### src/rtl/shift_register_pkg.sv
// Shared constants and helpers for the serial-in, parallel-out capture register.
// Counter width is derived from the chain width so a full frame fits.
package shift_register_pkg;

  localparam int SR_DEFAULT_WIDTH = 512;

  function automatic int sr_count_width(input int width);
    return $clog2(width + 1);
  endfunction

endpackage

### src/rtl/shift_register.sv
// Serial-in, parallel-out capture register with load-time snapshot and preset.
// Optional SHIFT_REGISTER_BITCOUNT_EN adds a saturating shift counter.
module shift_register
  import shift_register_pkg::*;
#(
  parameter int WIDTH = SR_DEFAULT_WIDTH,
  localparam int CW = sr_count_width(WIDTH)
) (
  input  logic             clk,
  input  logic             reset,
  input  logic             shift_in,
  input  logic             load,
  input  logic [WIDTH-1:0] data_in,
  output logic [WIDTH-1:0] data_out
`ifdef SHIFT_REGISTER_BITCOUNT_EN
  ,
  output logic [CW-1:0]    shift_count,
  output logic             frame_full
`endif
);

  logic [WIDTH-1:0] chain;
  logic [WIDTH-1:0] out_reg;

  always_ff @(posedge clk or posedge reset) begin
    if (reset) begin
      chain   <= '0;
      out_reg <= '0;
    end else if (load) begin
      out_reg <= chain;
      chain   <= data_in;
    end else begin
      chain   <= {chain[WIDTH-2:0], shift_in};
    end
  end

  assign data_out = out_reg;

`ifdef SHIFT_REGISTER_BITCOUNT_EN
  localparam logic [CW-1:0] FULL = CW'(WIDTH);

  logic [CW-1:0] cnt;

  // Saturates so frame_full stays asserted until the next load.
  always_ff @(posedge clk or posedge reset) begin
    if (reset) begin
      cnt <= '0;
    end else if (load) begin
      cnt <= '0;
    end else if (cnt != FULL) begin
      cnt <= cnt + CW'(1);
    end
  end

  assign shift_count = cnt;
  assign frame_full  = (cnt == FULL);
`endif

endmodule

### config.mk
export PLATFORM = sky130hd
export DESIGN_NAME = shift_register
export DESIGN_NICKNAME = d
export VERILOG_FILES = /design/src/rtl/shift_register_pkg.sv /design/src/rtl/shift_register.sv
export SDC_FILE = /design/constraint.sdc
export NUM_CORES = 2
export LEC_CHECK = 0
export ABC_AREA = 0
export CORE_AREA = 2 2 405 407
export DETAILED_ROUTE_END_ITERATION = 12
export DIE_AREA = 0 0 407 409
export PLACE_DENSITY = 0.52
export SLEW_MARGIN = 10
export SYNTH_ARGS = -nofsm -noshare
export SYNTH_HDL_FRONTEND = slang
export SYNTH_SLANG_ARGS = --single-unit
### constraint.sdc
create_clock -name clk -period 35 [get_ports clk]
set_input_delay 5.25 -clock clk [delete_from_list [all_inputs] [get_ports clk]]
set_output_delay 5.25 -clock clk [all_outputs]
set_load 0.02 [all_outputs]
Word level (Yosys, flattened, before mapping)

Cells that the tools add are included.
W data, S select, Z words.

Input port bits: 516
Word-level logic and storage cells: 3
Register bits: 1024

Multiplexer cells: 1

Operator list:

| kind      | number |
|---|---|
| $mux W512 | 1 |

Longest topological paths before layout

Word-level depth: 1
Mapped depth: 5

Worst setup path after synthesis

Ideal clock, no wire load.

Path kind: input-to-reg
Start point: in load
End point: reg chain[152]
Arrival time: 6.132 ns
Library setup time: 0.125 ns
Setup slack: 28.743 ns
Cell stages on the path: 5
Required time: 34.875 ns
Path buffers: 4
Cells stage by stage: buf_2 -> buf_6 -> buf_6 -> buf_6 -> mux2_4

Word-level cells in the longest chain between the ends: 1

Ends and longest elaborated chain:

| element                | RTL line             | source |
|---|---|---|
| start: declaration     | shift_register.sv:12 | `input logic load,` |
| $mux W512              | shift_register.sv:29 | `end else if (load) begin` |
| end signal: assignment | shift_register.sv:31 | `chain <= data_in;` |
| end signal: assignment | shift_register.sv:33 | `chain <= {chain[WIDTH-2:0], shift_in};` |
| end: declaration       | shift_register.sv:22 | `logic [WIDTH-1:0] chain;` |

Every way passes these cells.
A chain may end at the register's enable or synchronous reset.

Final worst setup path

Start point: in load
End point: reg out_reg[217] (netlist: data_out[217])

RTL lines:

| element                | RTL line             | source |
|---|---|---|
| end signal: assignment | shift_register.sv:30 | `out_reg <= chain;` |
| end: declaration       | shift_register.sv:23 | `logic [WIDTH-1:0] out_reg;` |

No word-level cell between the ends.

==> impl_metrics.ini <==
[outcome]
status = completed

[sta]
period_share_pct = 28.4
tns_ns = 0
fin_crit_ns = 9.93
slew_headroom_pct = 22.8
max_freq_mhz = 101
rsz0062_at_grt = no
drv_slew = 0
tightest_slew_ns = 1.16
setup_viol = 0
final_hold_viol_count = 0
skew_ns = 0.0383

[logic_synthesis]
avgSynthCellArea_um2 = 18.2
synth_xor_area_share_pct = 0
ys_types = 6
synth_compound_area_share_pct = 0
syn_inst = 2163
synth_top_family_by_area = multiplexers
synth_seq_cells = 1024
synth_mux_area_share_pct = 32.7
synth_area_um2 = 39300
yosysSeqAreaShare_pct = 65.1
synth_fa_ha_area_share_pct = 0
synth_warnings = 0
yosys.area_share.simple_pct = 0
syn_nets = 2679

[setup_path]
cp_data_required_time_ns = 35.59
cp.arrival_ns = 10.52
critical-path-max-stage-delay_ns = 0.88
r2r_cells = 1
worst_setup_path_start_kind = primary input
r2r-end = data_out[215]
timing.critical_path.mode_cell = buf_4
path_max_fanout = 88
criticalPathCategory = primary input to register
cpMaxStageDelayCell = buf_4
cp-end-kind = register
r2r-start = chain[215]
crit_chain = buf_8 > buf_4 > buf_4 > buf_4 > buf_4 > buf_4 > mux2_2
critPathBufInv = 6
rrSetupSlack_ns = 34.00
crit_family = buffers and inverters

[clock_tree]
cts_post_setup_buffers_inserted = 0
ctsLongestPathBuffers = 3
ctsHoldBuffers = 0
clk_pin_slew_ns = 0.06
clkLatencyLatePin_ns = 0.73
clockRootBuffer = clkbuf_16
cts_resized = 0
clock_sinks = 1024
cts_tree = done
numCtsBuffers = 116
htreeDepth = 3

[floorplanning]
io_pins = 1028
fp.coreArea_um2 = 162000
start_util_pct = 24.3
fp.dieH_um = 409
die_w_um = 407
num_rows = 148
die_area_um2 = 166000

[power_and_ir_drop]
totalPowerFinal_mw = 3.28
p_leak_nw = 23.6
internal-power_mw = 2.40
p_switching_mw = 0.879
swShare_pct = 26.8
peakVddDrop_mv = 0.0428
pwr-share-comb_pct = 19.3
power_density_nw_per_um2 = 59.0
power_frac_seq_pct = 43.4
p_clk_share_pct = 37.4

[placed_design]
finalWeightedCongestion = 0.802
io_buffers = 1027
hpwl_um = 87100

[min_path]
hold_path.class = register to register
worstHoldStart = chain[310]
min_to = data_out[310]
hold-path-cell-count = 1

[global_route]
gr-total-overflow = 0
grt_use_met1_pct = 15.8
grt_pass1_wl_um = 169000
grt_util_all_layers_pct = 13.8
antenna_found_initial = 32
grtUsageMet2_pct = 23.5
met3_usage_pct = 5.32
grt_most_used_layer = met2
grt_max_degree = 168
first_global_vias = 23900

[drt]
totalWireLength_um = 118000
dr.pass1.iters = 4
wl_per_cell_um = 21.5
vias = 22100
drtAntennaViolNets = 0
drc = 0
via_per_inst = 4.02
drt_iter0_drc = 1184

[finish]
drive_above_1_share_pct = 37.2
layout.nets = 3735
syn_to_final_growth_pct = 41.4

[job]
drv_cap = 0
## layout make-up
class,instances,area (um2)
timing repair buffer,1052,10500
sequential,1024,25600
multi-input combinational,1024,12900
inverter,1,11.3
fill,15700,106000
clock buffer,174,3470
clock inverter,27,389
antenna,10,25.0
tap,2175,2720
## how the worst max path moves through the flow
stage          startpoint            end  slack [ns]  cells after the start
2_1_floorplan       reset       chain[0]        0.93                      1
3_3_place_gp         load  data_out[217]       24.35                      7
4_1_cts              load  data_out[217]       25.13                      7
6_report             load  data_out[217]       25.07                      7
5_1_grt              load  data_out[217]       24.80                      7
3_5_place_dp         load  data_out[217]       24.33                      7
## logic make-up (layout without fill, tap and decap cells)
family | count (synthesis) | after routing
flip-flops | 1024 | 1024
other | 0 | 10
multiplexers | 1024 | 1024
buffers and inverters | 115 | 1254
## state kept, by name, indices dropped and copies added (netlist names)
register	flops
chain	512
data_out	512
## power groups by stage
stage | Sequential [mW] | Clock, mW | Combinational, mW
floorplan | 1.53 | 0 | 0.217
global placement | 1.44 | 0 | 0.639
detailed placement | 1.44 | 0 | 0.641
CTS | 1.42 | 1.28 | 0.644
global route | 1.44 | 1.32 | 0.667
finish | 1.42 | 1.23 | 0.632
## Yosys cell counts
library cell	count	share of area [%]
mux2_2	664	19
buf_6	41	1.2
dfrtp_1	1024	65
inv_1	1	0.0095
mux2_4	360	14
buf_2	73	0.93
## cells in the final DEF (no fill, tap or decap)
| cell type | Yosys | final |
|---|---|---|
| clkbuf_8 | 0 | 33 |
| inv_8 | 0 | 1 |
| clkbuf_16 | 0 | 117 |
| mux2_4 | 360 | 360 |
| dfrtp_1 | 1024 | 1024 |
| diode_2 | 0 | 10 |
| bufinv_16 | 0 | 5 |
| clkinvlp_4 | 0 | 1 |
| buf_8 | 0 | 1 |
| clkbuf_1 | 0 | 24 |
| mux2_2 | 664 | 664 |
| clkinv_2 | 0 | 10 |
| inv_6 | 0 | 5 |
| clkinv_16 | 0 | 4 |
| clkdlybuf4s50_1 | 0 | 1026 |
| buf_12 | 0 | 3 |
| clkinv_4 | 0 | 2 |
| buf_4 | 0 | 22 |
## per-stage QoR
step           setup WS [ns]  hold WS [ns]  instances  utilization (%)  area, um2
2_1_floorplan          0.934         0.454       2163                -      39300
3_3_place_gp           24.35         0.480       5276             31.9      51700
3_5_place_dp           24.33         0.475       5276             31.9      51700
4_1_cts                25.13         0.466       5477             34.3      55600
5_1_grt                24.80         0.484       5484             34.3      55600
6_report               25.07         0.473       5487             34.3      55600
## routing by layer
layer,vias to the layer above,part of all wire (%)
li1,9747,-
met1,11400,38
met2,665,50
met3,169,9.0
met4,36,2.3
met5,-,0.20
Power figures use the tool's default switching activity.
==> patch 1 (same flow settings) <==
`SR_DEFAULT_WIDTH`: 512 -> 256.
--- a/src/rtl/shift_register_pkg.sv
+++ b/src/rtl/shift_register_pkg.sv
@@ -2,7 +2,7 @@
 // Counter width is derived from the chain width so a full frame fits.
 package shift_register_pkg;
 
-  localparam int SR_DEFAULT_WIDTH = 512;
+  localparam int SR_DEFAULT_WIDTH = 256;
 
   function automatic int sr_count_width(input int width);
     return $clog2(width + 1);
Ports: changed (resized data_in and data_out); port bits go from 1028 to 516. The function was not compared with the original's and may differ.
==> patch 1 against the unedited design <==
  * Utilization down 17 points
  * Sequential cell count down 512
  * Critical endpoint is now chain[54]
  * Highest routed layer unchanged
  * Combinational power down 53%
  * Wire length down 55%
  * Critical path depth down 1
  * Setup slack better by 1100 ps
  * Final area down 49%
  * Synthesized area down 51%
  * Power down 50%
==> patch 1: results (changes against the unedited design) <==
{
  "outcome": {
    "run_status": "complete, no violations"
  },
  "synthesis": {
    "synth_net_count": {"value": 1342, "change": "-50%"},
    "synth_top_cells_by_count": "dfrtp_1 (512), mux2_2 (512), buf_6 (46)",
    "ys_seq_area_frac": {"value": 0.666, "change": "+0.0151"},
    "netlist_top_cells_area": "dfrtp_1 (67%), mux2_2 (30%), buf_6 (2.7%), clkbuf_8 (0.57%), buf_2 (0.078%)"
  },
  "finish": {
    "layout.filler_cells": {"value": 17700, "change": "+12%"},
    "final_nets": {"value": 1874, "change": "-50%"},
    "layout-drive-gt1-share": {"value": 0.375, "change": "+0.00356"}
  },
  "grt": {
    "globalRouteMet1Util": {"value": 0.0725, "change": "-0.0853"},
    "grt_use_total": {"value": 0.0626, "change": "-0.0756"},
    "grt_util_met2": {"value": 0.0997, "change": "-0.136"},
    "global_route_wire_length_before_repair": {"value": 78500, "unit": "microns", "change": "-53%"},
    "first_global_vias": {"value": 11900, "change": "-50%"},
    "grt_antenna_before_repair": {"value": 14, "change": "-56%"},
    "grt_max_degree": {"value": 122, "change": "-27%"},
    "groute.layer.met3.usage": {"value": 0.0322, "change": "-0.0210"}
  },
  "drt": {
    "vias_cell": {"value": 2.82, "change": "-30%"},
    "drt_first_iter_violations": {"value": 512, "change": "-57%"},
    "met2WireLength": {"value": 24700, "unit": "microns", "change": "-58%"},
    "totalWireLength": {"value": 53700, "unit": "microns", "change": "-55%"},
    "wl_met3": {"value": 6160, "unit": "microns", "change": "-42%"}
  },
  "cts": {
    "clk-insertion-delay-late": {"value": 630, "unit": "ps", "change": "-100 ps"},
    "post_cts.resized_instances": {"value": 0, "change": "unchanged"},
    "cts-buffers-inserted": {"value": 59, "change": "-49%"},
    "clock_tree.htree_level_count": {"value": 2, "change": "-1"}
  },
  "timing": {
    "relSlewSlack": {"value": 0.329, "change": "+0.102"},
    "final_critical_period": {"value": 8870, "unit": "ps", "change": "-1060 ps"},
    "final.setup_skew": {"value": 10.9, "unit": "ps", "change": "-27.4 ps"}
  },
  "place": {
    "hpwlAfterDp": {"value": 38500, "unit": "microns", "change": "-56%"},
    "globalplace.congestion": {"value": 0.714, "change": "-11%"},
    "port-buffer-count": {"value": 515, "change": "-50%"}
  },
  "critical_path": {
    "cpPeakStageDelay": {"value": 810, "unit": "ps", "change": "-70 ps"},
    "worstPathArrival": {"value": 9360, "unit": "ps", "change": "-1160 ps"},
    "critical-path-slowest-cell": "buf_4",
    "cp_max_fo": {"value": 84, "change": "-4.5%"}
  },
  "pwr": {
    "p_leak": {"value": 11.1, "unit": "nW", "change": "-53%"}
  }
}
patch 1: changes by cell type after synthesis, sizes merged:
cell,unedited run,this run
dfrtp,1024,512
buf,114,49
clkbuf,0,8
mux2,1024,512
patch 1: final timing paths:
kind                            start            end  slack, ps  depth (start not counted)
setup / recovery                 load      chain[54]      26130                          6
hold / removal             chain[255]  data_out[255]        490                          1
setup reg to reg           chain[226]     chain[227]      33990                          1
hold reg to reg            chain[255]  data_out[255]        490                          1
max in group asynchronous       reset     chain[247]      26650                          5
min in group asynchronous       reset     chain[117]       5170                          2
patch 1: logic make-up (layout without fill, tap and decap cells):
| family | count (synthesis) | after routing | synth area share |
|---|---|---|---|
| flops | 512 | 512 | 0.666 |
| other cells | 0 | 1 | 0 |
| buf+inv | 58 | 638 | 0.0336 |
| mux | 512 | 512 | 0.300 |
patch 1: cell type report:
type / instances / area [sq um] / area share
flip-flops and latches: 512 / 12800 / 0.449
inverters: 1 / 11.3 / 0.000394
diodes: 1 / 2.50 / 0.0000876
well taps: 2175 / 2720 / 0.0953
clock buffers: 88 / 1760 / 0.0615
multi-input cells: 512 / 5770 / 0.202
clock inverters: 21 / 234 / 0.00819
repair buffers: 528 / 5260 / 0.184
patch 1: power by group:
group          leakage (nW)  internal, W  switching, W
Combinational          4.10     0.000161      0.000133
Clock                 0.974     0.000375      0.000259
Sequential             5.99     0.000666     0.0000429
Total                  11.1      0.00120      0.000435
patch 1: through the flow:
stage | cell area (sq um) | setup WS, ps | hold WS (ps) | instances
2_1_floorplan | 19200 | 15450 | 454 | 1082
3_3_place_gp | 26600 | 25350 | 466 | 3728
3_5_place_dp | 26600 | 25370 | 468 | 3728
4_1_cts | 28600 | 26060 | 489 | 3837
5_1_grt | 28600 | 25790 | 510 | 3837
6_report | 28600 | 26130 | 486 | 3838
==> patch 2 (config.mk and constraints unchanged) <==
Made on the original files. Add an input register stage for `shift_in` and `data_in`, with the module's reset; this delays them by one clock. The other inputs are not delayed to match.
--- a/src/rtl/shift_register.sv
+++ b/src/rtl/shift_register.sv
@@ -19,6 +19,19 @@
 `endif
 );
 
+  logic shift_q;
+  logic [WIDTH-1:0] data_q;
+
+  always_ff @(posedge clk or posedge reset) begin
+    if (reset) begin
+      shift_q <= '0;
+      data_q  <= '0;
+    end else begin
+      shift_q <= shift_in;
+      data_q  <= data_in;
+    end
+  end
+
   logic [WIDTH-1:0] chain;
   logic [WIDTH-1:0] out_reg;
 
@@ -28,9 +41,9 @@
       out_reg <= '0;
     end else if (load) begin
       out_reg <= chain;
-      chain   <= data_in;
+      chain   <= data_q;
     end else begin
-      chain   <= {chain[WIDTH-2:0], shift_in};
+      chain   <= {chain[WIDTH-2:0], shift_q};
     end
   end
 
Formal check against the unedited RTL: not equivalent (Yosys sat finds a counterexample within 4 cycles, from zero or initial values and one cycle with reset high).
==> patch 2 against the unedited design <==
  * Sequential cell count is 513 higher
  * Sequential share of layout area is 8.7 points higher
  * Synthesized area is 33% higher
  * Wire length is 16% higher
  * Power is 36% higher
  * Die area stayed put
  * Setup slack better by 370 ps
  * Final area is 26% higher
==> patch 2: results (changes against the unedited design) <==
{
  "outcome": {
    "run_status": "complete, no violations"
  },
  "synthesis": {
    "synthesis.yosys.warnings": {"value": 0, "change": "unchanged"},
    "synth_top_cells_by_count": "dfrtp_1 (1537), mux2_2 (664), mux2_4 (360)",
    "post_synth.cell_area_avg": {"value": 19.5, "unit": "sq um", "change": "+7.2%"},
    "ys_seq_area_frac": {"value": 0.737, "change": "+0.0858"},
    "synth_net_count": {"value": 3192, "change": "+19%"}
  },
  "grt": {
    "first_global_vias": {"value": 28400, "change": "+19%"},
    "grt_antenna_before_repair": {"value": 66, "change": "+110%"},
    "grt_use_total": {"value": 0.165, "change": "+0.0265"},
    "global_route_wire_length_before_repair": {"value": 199000, "unit": "microns", "change": "+18%"},
    "grt_max_degree": {"value": 185, "change": "+10%"}
  },
  "place": {
    "globalplace.congestion": {"value": 0.766, "change": "-4.5%"},
    "port-buffer-count": {"value": 1027, "change": "unchanged"},
    "numPlacedInstances": {"value": 5791, "change": "+9.8%"},
    "pre_cts_slack": {"value": 24360, "unit": "ps", "change": "+31.2 ps"},
    "hpwlAfterDp": {"value": 98600, "unit": "microns", "change": "+13%"}
  },
  "cts": {
    "clock_tree.buffer_depth": {"value": 3, "change": "unchanged"},
    "clk-insertion-delay-late": {"value": 790, "unit": "ps", "change": "+60 ps"},
    "clock_tree.htree_level_count": {"value": 4, "change": "+1"}
  },
  "pwr": {
    "total_switching_power": {"value": 0.00112, "unit": "W", "change": "+27%"},
    "max-vdd-ir-drop": {"value": 0.0468, "unit": "mV", "change": "+9.3%"},
    "p_leak": {"value": 30.4, "unit": "nW", "change": "+29%"}
  },
  "drt": {
    "dr_total_vias": {"value": 26300, "change": "+19%"},
    "drt-wirelength-per-cell": {"value": 22.5, "unit": "microns", "change": "+4.5%"},
    "drt_first_iter_violations": {"value": 1553, "change": "+31%"},
    "vias_cell": {"value": 4.30, "change": "+7.1%"}
  },
  "critical_path": {
    "regToRegEndpoint": "data_out[225]",
    "cpPeakStageDelay": {"value": 930, "unit": "ps", "change": "+50 ps"},
    "cp_max_fo": {"value": 168, "change": "+91%"},
    "reg2reg_launch_point": "chain[225]",
    "worstPathArrival": {"value": 10290, "unit": "ps", "change": "-230 ps"},
    "timing.reg2reg.setup_slack": {"value": 34020, "unit": "ps", "change": "+20 ps"}
  },
  "hold_path": {
    "hold_start": "data_q[418]",
    "min_delay_worst_endpoint": "chain[418]"
  },
  "finish": {
    "layout-drive-gt1-share": {"value": 0.333, "change": "-0.0386"},
    "final_nets": {"value": 4299, "change": "+15%"}
  },
  "timing": {
    "relSlewSlack": {"value": 0.162, "change": "-0.0655"},
    "final.setup_skew": {"value": 30.0, "unit": "ps", "change": "-8.26 ps"},
    "timing.final.hold_violations": {"value": 0, "change": "unchanged"}
  }
}
## patch 2: worst max-delay path, delay by kind of cell
family	cells	cell delay [ps]
buf+inv	7	4710
## patch 2: metrics by stage
stage,hold WS (ps),instance area (sq um)
global placement,458,64700
detailed placement,460,64700
floorplan,454,52200
finish,458,70200
CTS,454,70200
global route,473,70200
## patch 2: per-layer routing
layer / routed length, microns / share of wire / global-route usage / vias to the layer above
li1: - / - / - / 11500
met1: 50600 / 0.37 / 0.182 / 13700
met2: 69600 / 0.51 / 0.282 / 745
met3: 13800 / 0.10 / 0.0788 / 276
met4: 2820 / 0.021 / 0.0439 / 84
met5: 551 / 0.0040 / 0 / -
## patch 2: final cells by class
cell class	instances	area, sq um
fillers	14500	91800
clock buffers	249	4850
diodes	16	40.0
flip-flops and latches	1537	38500
multi-input cells	1024	12900
clock inverters	47	689
repair buffers	1054	10600
well taps	2175	2720
inverters	1	7.51
## patch 2: worst max path at each step
stage,from,endpoint,slack (ps),depth (start not counted)
3_3_place_gp,reset,data_out[248],24360,7
6_report,reset,data_out[235],25440,7
2_1_floorplan,reset,chain[0],8460,1
5_1_grt,reset,data_q[252],24600,7
4_1_cts,reset,data_q[236],25200,7
3_5_place_dp,reset,chain[248],24360,7
## patch 2: kinds of logic after synthesis
logic type,count (synthesis),share of synthesized area
buffers and inverters,115,0.0159
flip-flops,1537,0.737
multiplexers,1024,0.247
## patch 2: power groups by stage
stage	clock network, W	logic (W)	registers (W)
floorplan	0	0.000225	0.00218
global placement	0	0.000662	0.00208
detailed placement	0	0.000663	0.00208
CTS	0.00181	0.000666	0.00205
global route	0.00189	0.000690	0.00207
finish	0.00176	0.000652	0.00205
